==> config.mk <==
export PLATFORM = sky130hd
export DESIGN_NAME = ram4002_bus_seq_flat
export DESIGN_NICKNAME = d
export VERILOG_FILES = /design/src/rtl/ram4002_bus_seq_pkg.sv /design/src/rtl/ram4002_bus_seq_if.sv /design/src/rtl/mcs4_phase_gen.sv /design/src/rtl/ram4002_bus_seq.sv /design/src/flat_wrapper.sv
export SDC_FILE = /design/constraint.sdc
export NUM_CORES = 1
export LEC_CHECK = 0
export CORE_ASPECT_RATIO = 0.5
export CORE_MARGIN = 5
export CORE_UTILIZATION = 44
export CTS_BUF_LIST = sky130_fd_sc_hd__clkbuf_4
export DETAILED_ROUTE_END_ITERATION = 8
export PLACE_DENSITY = 0.73
export SETUP_SLACK_MARGIN = 0.02
export SYNTH_ARGS = -nofsm -noshare
export SYNTH_HDL_FRONTEND = slang
export SYNTH_SLANG_ARGS = --single-unit
==> constraint.sdc <==
create_clock -name clk -period 2.47 [get_ports clk]
set_clock_uncertainty 0.15 [all_clocks]
set_input_delay 0.741 -clock clk [delete_from_list [all_inputs] [get_ports clk]]
set_output_delay 0.741 -clock clk [all_outputs]
set_load 0.005 [all_outputs]
==> src/rtl/ram4002_bus_seq_pkg.sv <==
// ram4002_bus_seq_pkg: MCS-4 RAM I/O opcodes, bus phase encoding and opcode class helpers
package ram4002_bus_seq_pkg;
   typedef enum logic [2:0] {PH_A1, PH_A2, PH_A3, PH_M1, PH_M2, PH_X1, PH_X2, PH_X3} phase_t;
   localparam logic [3:0] RAM_WRM = 4'h0, RAM_WMP = 4'h1, RAM_WRR = 4'h2, RAM_WPM = 4'h3;
   localparam logic [3:0] RAM_WR0 = 4'h4, RAM_WR1 = 4'h5, RAM_WR2 = 4'h6, RAM_WR3 = 4'h7;
   localparam logic [3:0] RAM_SBM = 4'h8, RAM_RDM = 4'h9, RAM_RDR = 4'hA, RAM_ADM = 4'hB;
   localparam logic [3:0] RAM_RD0 = 4'hC, RAM_RD1 = 4'hD, RAM_RD2 = 4'hE, RAM_RD3 = 4'hF;
   function automatic logic is_rd(input logic [3:0] op);
      return op == RAM_SBM || op == RAM_RDM || op == RAM_ADM || op >= RAM_RD0;
   endfunction
   function automatic logic is_wr(input logic [3:0] op);
      return op == RAM_WRM || op == RAM_WMP || (op >= RAM_WR0 && op <= RAM_WR3);
   endfunction
endpackage

==> src/rtl/ram4002_bus_seq_if.sv <==
// ram4002_bus_seq_if: MCS-4 bus side and RAM side signals of the 4002 bus sequencer
interface ram4002_bus_seq_if;
   logic       sync, cm;
   logic [3:0] d_in, ram_dout;
   logic [5:0] ram_addr;
   logic [3:0] ram_opa, ram_din, d_out;
   logic       ram_cs, ram_we, ram_reset_n, d_oe, sync_err;
   logic [2:0] phase;
   modport slave(input sync, cm, d_in, ram_dout,
                 output ram_addr, ram_opa, ram_cs, ram_we, ram_din, ram_reset_n, d_out, d_oe, phase, sync_err);
   modport master(output sync, cm, d_in, ram_dout,
                  input ram_addr, ram_opa, ram_cs, ram_we, ram_din, ram_reset_n, d_out, d_oe, phase, sync_err);
endinterface

==> src/rtl/mcs4_phase_gen.sv <==
// mcs4_phase_gen: eight-phase MCS-4 bus counter with lock-on-first-sync and sticky sync-loss check
module mcs4_phase_gen import ram4002_bus_seq_pkg::*; (
   input  logic   clk,
   input  logic   reset,
   input  logic   i_en,
   input  logic   i_sync,
   output phase_t o_phase,
   output logic   o_locked,
   output logic   o_sync_err
);
   phase_t r_phase;
   logic   r_locked, r_sync_err;
   always_ff @(posedge clk) begin
      if (reset) begin
         r_phase    <= PH_A1;
         r_locked   <= 1'b0;
         r_sync_err <= 1'b0;
      end else begin
         r_phase    <= i_sync ? PH_A1 : phase_t'(r_phase + 3'd1);
         r_locked   <= r_locked | (i_en & i_sync);
         // sync belongs in X3 and only there
         r_sync_err <= r_sync_err | (r_locked & ((r_phase == PH_X3) ? !i_sync : i_sync));
      end
   end
   assign o_phase    = r_phase;
   assign o_locked   = r_locked;
   assign o_sync_err = r_sync_err;
endmodule

==> src/rtl/ram4002_bus_seq.sv <==
// ram4002_bus_seq: decodes SRC and RAM I/O instructions off the MCS-4 bus into single-clock RAM strobes
module ram4002_bus_seq import ram4002_bus_seq_pkg::*; #(
   parameter logic [1:0] CHIP_ID     = 2'd0,
   parameter int         INIT_CYCLES = 64
) (
   input logic              clk,
   input logic              reset,
   ram4002_bus_seq_if.slave bus
);
   localparam int CW = $clog2(INIT_CYCLES + 1);
   phase_t        w_phase;
   logic          w_locked, w_sync_err, w_abort;
   logic [CW-1:0] r_init_cnt;
   logic          r_init_done, r_sel, r_io_pend, r_src_pend, r_src_sel, r_cs, r_we, r_oe;
   logic [1:0]    r_src_reg;
   logic [5:0]    r_addr;
   logic [3:0]    r_opa, r_din, r_dout;
   mcs4_phase_gen u_phase (
      .clk        (clk),
      .reset      (reset),
      .i_en       (r_init_done),
      .i_sync     (bus.sync),
      .o_phase    (w_phase),
      .o_locked   (w_locked),
      .o_sync_err (w_sync_err)
   );
   assign w_abort = bus.sync && w_phase != PH_X3;
   always_ff @(posedge clk) begin
      if (reset) begin
         r_init_cnt  <= '0;
         r_init_done <= 1'b0;
         r_sel       <= 1'b0;
         r_io_pend   <= 1'b0;
         r_src_pend  <= 1'b0;
         r_src_sel   <= 1'b0;
         r_src_reg   <= 2'd0;
         r_addr      <= 6'd0;
         r_opa       <= 4'd0;
         r_din       <= 4'd0;
         r_dout      <= 4'd0;
         r_cs        <= 1'b0;
         r_we        <= 1'b0;
         r_oe        <= 1'b0;
      end else begin
         if (!r_init_done) r_init_cnt <= r_init_cnt + 1'b1;
         r_init_done <= r_init_done | (r_init_cnt == CW'(INIT_CYCLES - 1));
         r_cs <= 1'b0;
         r_we <= 1'b0;
         r_oe <= 1'b0;
         if (w_abort) begin
            r_io_pend  <= 1'b0;
            r_src_pend <= 1'b0;
         end else if (w_locked) begin
            if (w_phase == PH_M2) begin
               r_io_pend <= bus.cm && r_sel;
               if (bus.cm && r_sel) begin
                  r_opa <= bus.d_in;
                  r_cs  <= is_rd(bus.d_in);
               end
            end
            if (w_phase == PH_X1 && r_cs) begin
               r_dout <= bus.ram_dout;
               r_oe   <= 1'b1;
            end
            if (w_phase == PH_X2) begin
               if (r_io_pend && is_wr(r_opa)) begin
                  r_din <= bus.d_in;
                  r_cs  <= 1'b1;
                  r_we  <= 1'b1;
               end
               // SRC is staged so an access in this same cycle still sees the old address
               if (bus.cm) begin
                  r_src_pend <= 1'b1;
                  r_src_sel  <= bus.d_in[3:2] == CHIP_ID;
                  r_src_reg  <= bus.d_in[1:0];
               end
            end
            if (w_phase == PH_X3) begin
               r_io_pend  <= 1'b0;
               r_src_pend <= 1'b0;
               if (r_src_pend) r_sel <= r_src_sel;
               if (r_src_pend && r_src_sel) r_addr <= {r_src_reg, bus.d_in};
            end
         end
      end
   end
   assign bus.ram_addr    = r_addr;
   assign bus.ram_opa     = r_opa;
   assign bus.ram_cs      = r_cs;
   assign bus.ram_we      = r_we;
   assign bus.ram_din     = r_din;
   assign bus.ram_reset_n = r_init_done;
   assign bus.d_out       = r_dout;
   assign bus.d_oe        = r_oe;
   assign bus.phase       = w_phase;
   assign bus.sync_err    = w_sync_err;
endmodule

==> src/flat_wrapper.sv <==
// flat-port wrapper written by rule: the top's interface ports become plain ports
module ram4002_bus_seq_flat import ram4002_bus_seq_pkg::*;
#(
   parameter logic [1:0] CHIP_ID     = 2'd0,
   parameter int         INIT_CYCLES = 64
)
  (clk, reset, bus_sync, bus_cm, bus_d_in, bus_ram_dout, bus_ram_addr, bus_ram_opa, bus_ram_cs, bus_ram_we, bus_ram_din, bus_ram_reset_n, bus_d_out, bus_d_oe, bus_phase, bus_sync_err);
  ram4002_bus_seq_if bus_i ();
  input logic clk;
  input logic reset;
  input wire logic [$bits(bus_i.sync)-1:0] bus_sync;
  input wire logic [$bits(bus_i.cm)-1:0] bus_cm;
  input wire logic [$bits(bus_i.d_in)-1:0] bus_d_in;
  input wire logic [$bits(bus_i.ram_dout)-1:0] bus_ram_dout;
  output wire logic [$bits(bus_i.ram_addr)-1:0] bus_ram_addr;
  output wire logic [$bits(bus_i.ram_opa)-1:0] bus_ram_opa;
  output wire logic [$bits(bus_i.ram_cs)-1:0] bus_ram_cs;
  output wire logic [$bits(bus_i.ram_we)-1:0] bus_ram_we;
  output wire logic [$bits(bus_i.ram_din)-1:0] bus_ram_din;
  output wire logic [$bits(bus_i.ram_reset_n)-1:0] bus_ram_reset_n;
  output wire logic [$bits(bus_i.d_out)-1:0] bus_d_out;
  output wire logic [$bits(bus_i.d_oe)-1:0] bus_d_oe;
  output wire logic [$bits(bus_i.phase)-1:0] bus_phase;
  output wire logic [$bits(bus_i.sync_err)-1:0] bus_sync_err;
  assign bus_i.sync = bus_sync;
  assign bus_i.cm = bus_cm;
  assign bus_i.d_in = bus_d_in;
  assign bus_i.ram_dout = bus_ram_dout;
  assign bus_ram_addr = bus_i.ram_addr;
  assign bus_ram_opa = bus_i.ram_opa;
  assign bus_ram_cs = bus_i.ram_cs;
  assign bus_ram_we = bus_i.ram_we;
  assign bus_ram_din = bus_i.ram_din;
  assign bus_ram_reset_n = bus_i.ram_reset_n;
  assign bus_d_out = bus_i.d_out;
  assign bus_d_oe = bus_i.d_oe;
  assign bus_phase = bus_i.phase;
  assign bus_sync_err = bus_i.sync_err;
  ram4002_bus_seq #(.CHIP_ID(CHIP_ID), .INIT_CYCLES(INIT_CYCLES)) u_core (.clk(clk), .reset(reset), .bus(bus_i));
endmodule
==> load_flow_metrics.sql <==
INSERT INTO impl_metrics (metric_group, metric, value, unit) VALUES
('clock_network', 'cts.repair.resized', '0', ''),
('critical_path', 'crit_fanout', '10', ''),
('run', 'cap_viol_max_count', '0', ''),
('critical_path', 'path_class', 'reg -> out', ''),
('clock_network', 'ctsHoldBuffers', '0', ''),
('grt', 'grt_pass1_wl', '5660', 'um'),
('critical_path', 'cp_slowest_stage_delay', '0.57', 'ns'),
('grt', 'grt.total_usage', '0.135', ''),
('layout', 'top_register', 'u_core.r_init_cnt', ''),
('layout', 'finalNonFillerCells', '261', ''),
('floorplan', 'placement_rows', '16', ''),
('detailed_routing', 'detail_route.wirelength', '3320', 'um'),
('timing', 'achievable-frequency', '428', 'MHz'),
('pwr', 'power.density_cell_area', '459', 'nW/um^2'),
('detailed_routing', 'post-route-drc-count', '0', ''),
('yosys', 'yosysTopAreaCell', 'dfxtp_1', ''),
('floorplan', 'initial_core_utilization', '0.454', ''),
('layout', 'number_of_fill_cells_in_the_layout', '365', ''),
('yosys', 'main_area_contributors_after_synthesis', 'dfxtp_1 (45%), mux2i_1 (12%), nand2b_1 (10%), ha_1 (4.9%), nor2_1 (1.9%)', ''),
('layout', 'area_delta_synth_final', '26.6', '%'),
('clock_network', 'path_clk_slew', '0.11', 'ns'),
('pwr', 'static_leakage_power', '0.865', 'nW'),
('timing', 'rsz0062_at_grt', 'no', ''),
('detailed_routing', 'drt_pass1_iterations', '4', ''),
('timing', 'final_period_minus_worst_setup_slack', '2.33', 'ns'),
('layout', 'multi_input_area', '897', 'um^2'),
('yosys', 'synth-edff-count', '0', ''),
('detailed_routing', 'drt-vias-per-instance', '4.97', ''),
('floorplan', 'die_height', '54.9', 'um'),
('grt', 'global_route_total_overflow', '0', ''),
('yosys', 'synth.yosys.seq_area_share', '0.451', ''),
('placed_design', 'place_area', '2200', 'um^2'),
('pwr', 'maximum_ir_drop_on_the_vdd_rail', '0.238', 'mV'),
('yosys', 'yosysWarningCount', '0', ''),
('placed_design', 'finalWeightedCongestion', '0.828', ''),
('layout', 'largest_register_ffs', '7', ''),
('clock_network', 'clockBufferDepth', '2', ''),
('clock_network', 'numCtsBuffers', '5', ''),
('timing', 'max-slew-margin-rel', '0.788', ''),
('yosys', 'synth.ff_latch_count', '40', ''),
('critical_path', 'critical_path_required', '1.58', 'ns'),
('clock_network', 'cts-htree-levels', '2', ''),
('critical_path', 'worstSetupEndpointType', 'output pin', ''),
('timing', 'final-setup-viol-count', '0', ''),
('critical_path', 'kind_of_start_point_of_the_critical_path', 'flip-flop', ''),
('grt', 'first_global_vias', '1301', ''),
('status', 'outcome', 'finished clean', ''),
('yosys', 'postSynthAreaPerCell', '10.6', 'um^2'),
('layout', 'final_util', '0.575', ''),
('detailed_routing', 'drt-initial-drc-count', '56', ''),
('floorplan', 'die-width', '99.8', 'um'),
('floorplan', 'fp.coreArea', '3900', 'um^2'),
('timing', 'final.period_utilization', '0.945', ''),
('critical_path', 'crit_path_cell_trace', 'clkdlybuf4s50_1', ''),
('clock_network', 'post-cts-setup-buffers', '0', ''),
('yosys', 'synthesis.nets', '186', ''),
('placed_design', 'placedCellCount', '254', ''),
('placed_design', 'hpwl', '2410', 'um'),
('yosys', 'ys_types', '38', ''),
('clock_network', 'clock_latency', '0.34', 'ns'),
('detailed_routing', 'antenna_violating_nets_post_route', '0', ''),
('detailed_routing', 'via_count', '1298', ''),
('placed_design', 'port_buffers', '37', ''),
('detailed_routing', 'routed_wire_length_per_instance', '12.7', 'um'),
('layout', 'regArea', '801', 'um^2'),
('grt', 'grt_antenna_before_repair', '0', ''),
('yosys', 'syn-instance-count', '167', ''),
('critical_path', 'worst-path-buf-inv', '1', ''),
('clock_network', 'tritoncts', 'yes', ''),
('clock_network', 'cts.sinks', '40', ''),
('timing', 'timing.setup.tns', '0', 'ns');
[cells by family after synthesis]
| group | after synthesis | synth area share |
|---|---|---|
| adders and majority gates | 7 | 0.0494 |
| AOI/OAI and AO/OA | 13 | 0.0501 |
| DFF | 40 | 0.451 |
| xor gates and xnor gates | 4 | 0.0197 |
| muxes | 23 | 0.133 |
| and+or+nand+nor | 66 | 0.253 |
| buffers and inverters | 14 | 0.0430 |
[cell type report]
class / count / share of cell area
Clock inverter: 2 / 0.00334
Sequential cell: 40 / 0.357
Timing Repair Buffer: 41 / 0.184
Tap cell: 54 / 0.0301
Inverter: 6 / 0.0100
Clock buffer: 5 / 0.0167
Multi-Input combinational cell: 113 / 0.399
[routing by layer]
metal	track usage	vias to the layer above	part of all wire
met4	0.0726	0	0.024
met5	0	-	0
met1	0.155	612	0.47
met3	0.0438	10	0.050
met2	0.231	26	0.45
li1	-	650	-
[report_power, final]
part | switching [W] | leakage (nW) | internal (W)
clock network | 0.000201 | 0.0261 | 0.0000995
registers | 0.00000549 | 0.323 | 0.000651
logic | 0.0000317 | 0.516 | 0.0000423
total | 0.000238 | 0.865 | 0.000793
[placed cells by master, fill, tap and decap left out, types with 2 or more instances in the layout]
master            n
clkinv_1          2
ha_1              7
nand2b_1         29
nor2b_1           3
nor3b_1           3
and4_4            2
xor2_1            2
nand4b_1          2
nor3_1            2
inv_1             6
nand2_1           3
nor2_1            9
clkbuf_4          5
mux2i_1          21
dfxtp_1          40
clkdlybuf4s50_1  37
o31ai_1           2
a21oi_1           6
buf_4             3
nand3_1           2
xnor2_1           2
[synthesized netlist by cell type, types with 3 or more instances]
master     n
inv_1      6
buf_6      3
ha_1       7
nor2b_1    3
mux2i_1   21
dfxtp_1   40
nand2_1    3
nor2_1     9
nand2b_1  29
clkbuf_1   4
nor3b_1    3
a21oi_1    6
[final timing paths]
check	startpoint	end	slack (ns)	cells after the start
max	u_core.bus.ram_reset_n$_SDFF_PP0_	bus_ram_reset_n	0.14	1
min	u_core.bus.d_out[3]$_SDFFE_PP0P_	u_core.bus.d_out[3]$_SDFFE_PP0P_	0.33	2
max reg2reg	u_core.u_phase.o_phase[0]$_SDFF_PP0_	u_core.bus.ram_addr[5]$_SDFFE_PP0P_	0.35	7
min reg2reg	u_core.bus.d_out[3]$_SDFFE_PP0P_	u_core.bus.d_out[3]$_SDFFE_PP0P_	0.33	2
[per-stage QoR]
step	setup slack, ns	power (W)
6_report	0.135	0.00103
5_1_grt	0.0389	0.00109
4_1_cts	0.102	0.00105
3_5_place_dp	0.0783	0.000746
3_3_place_gp	0.0972	0.000744
2_1_floorplan	0.441	0.000708
No activity file was read; power rests on OpenSTA's default activity.
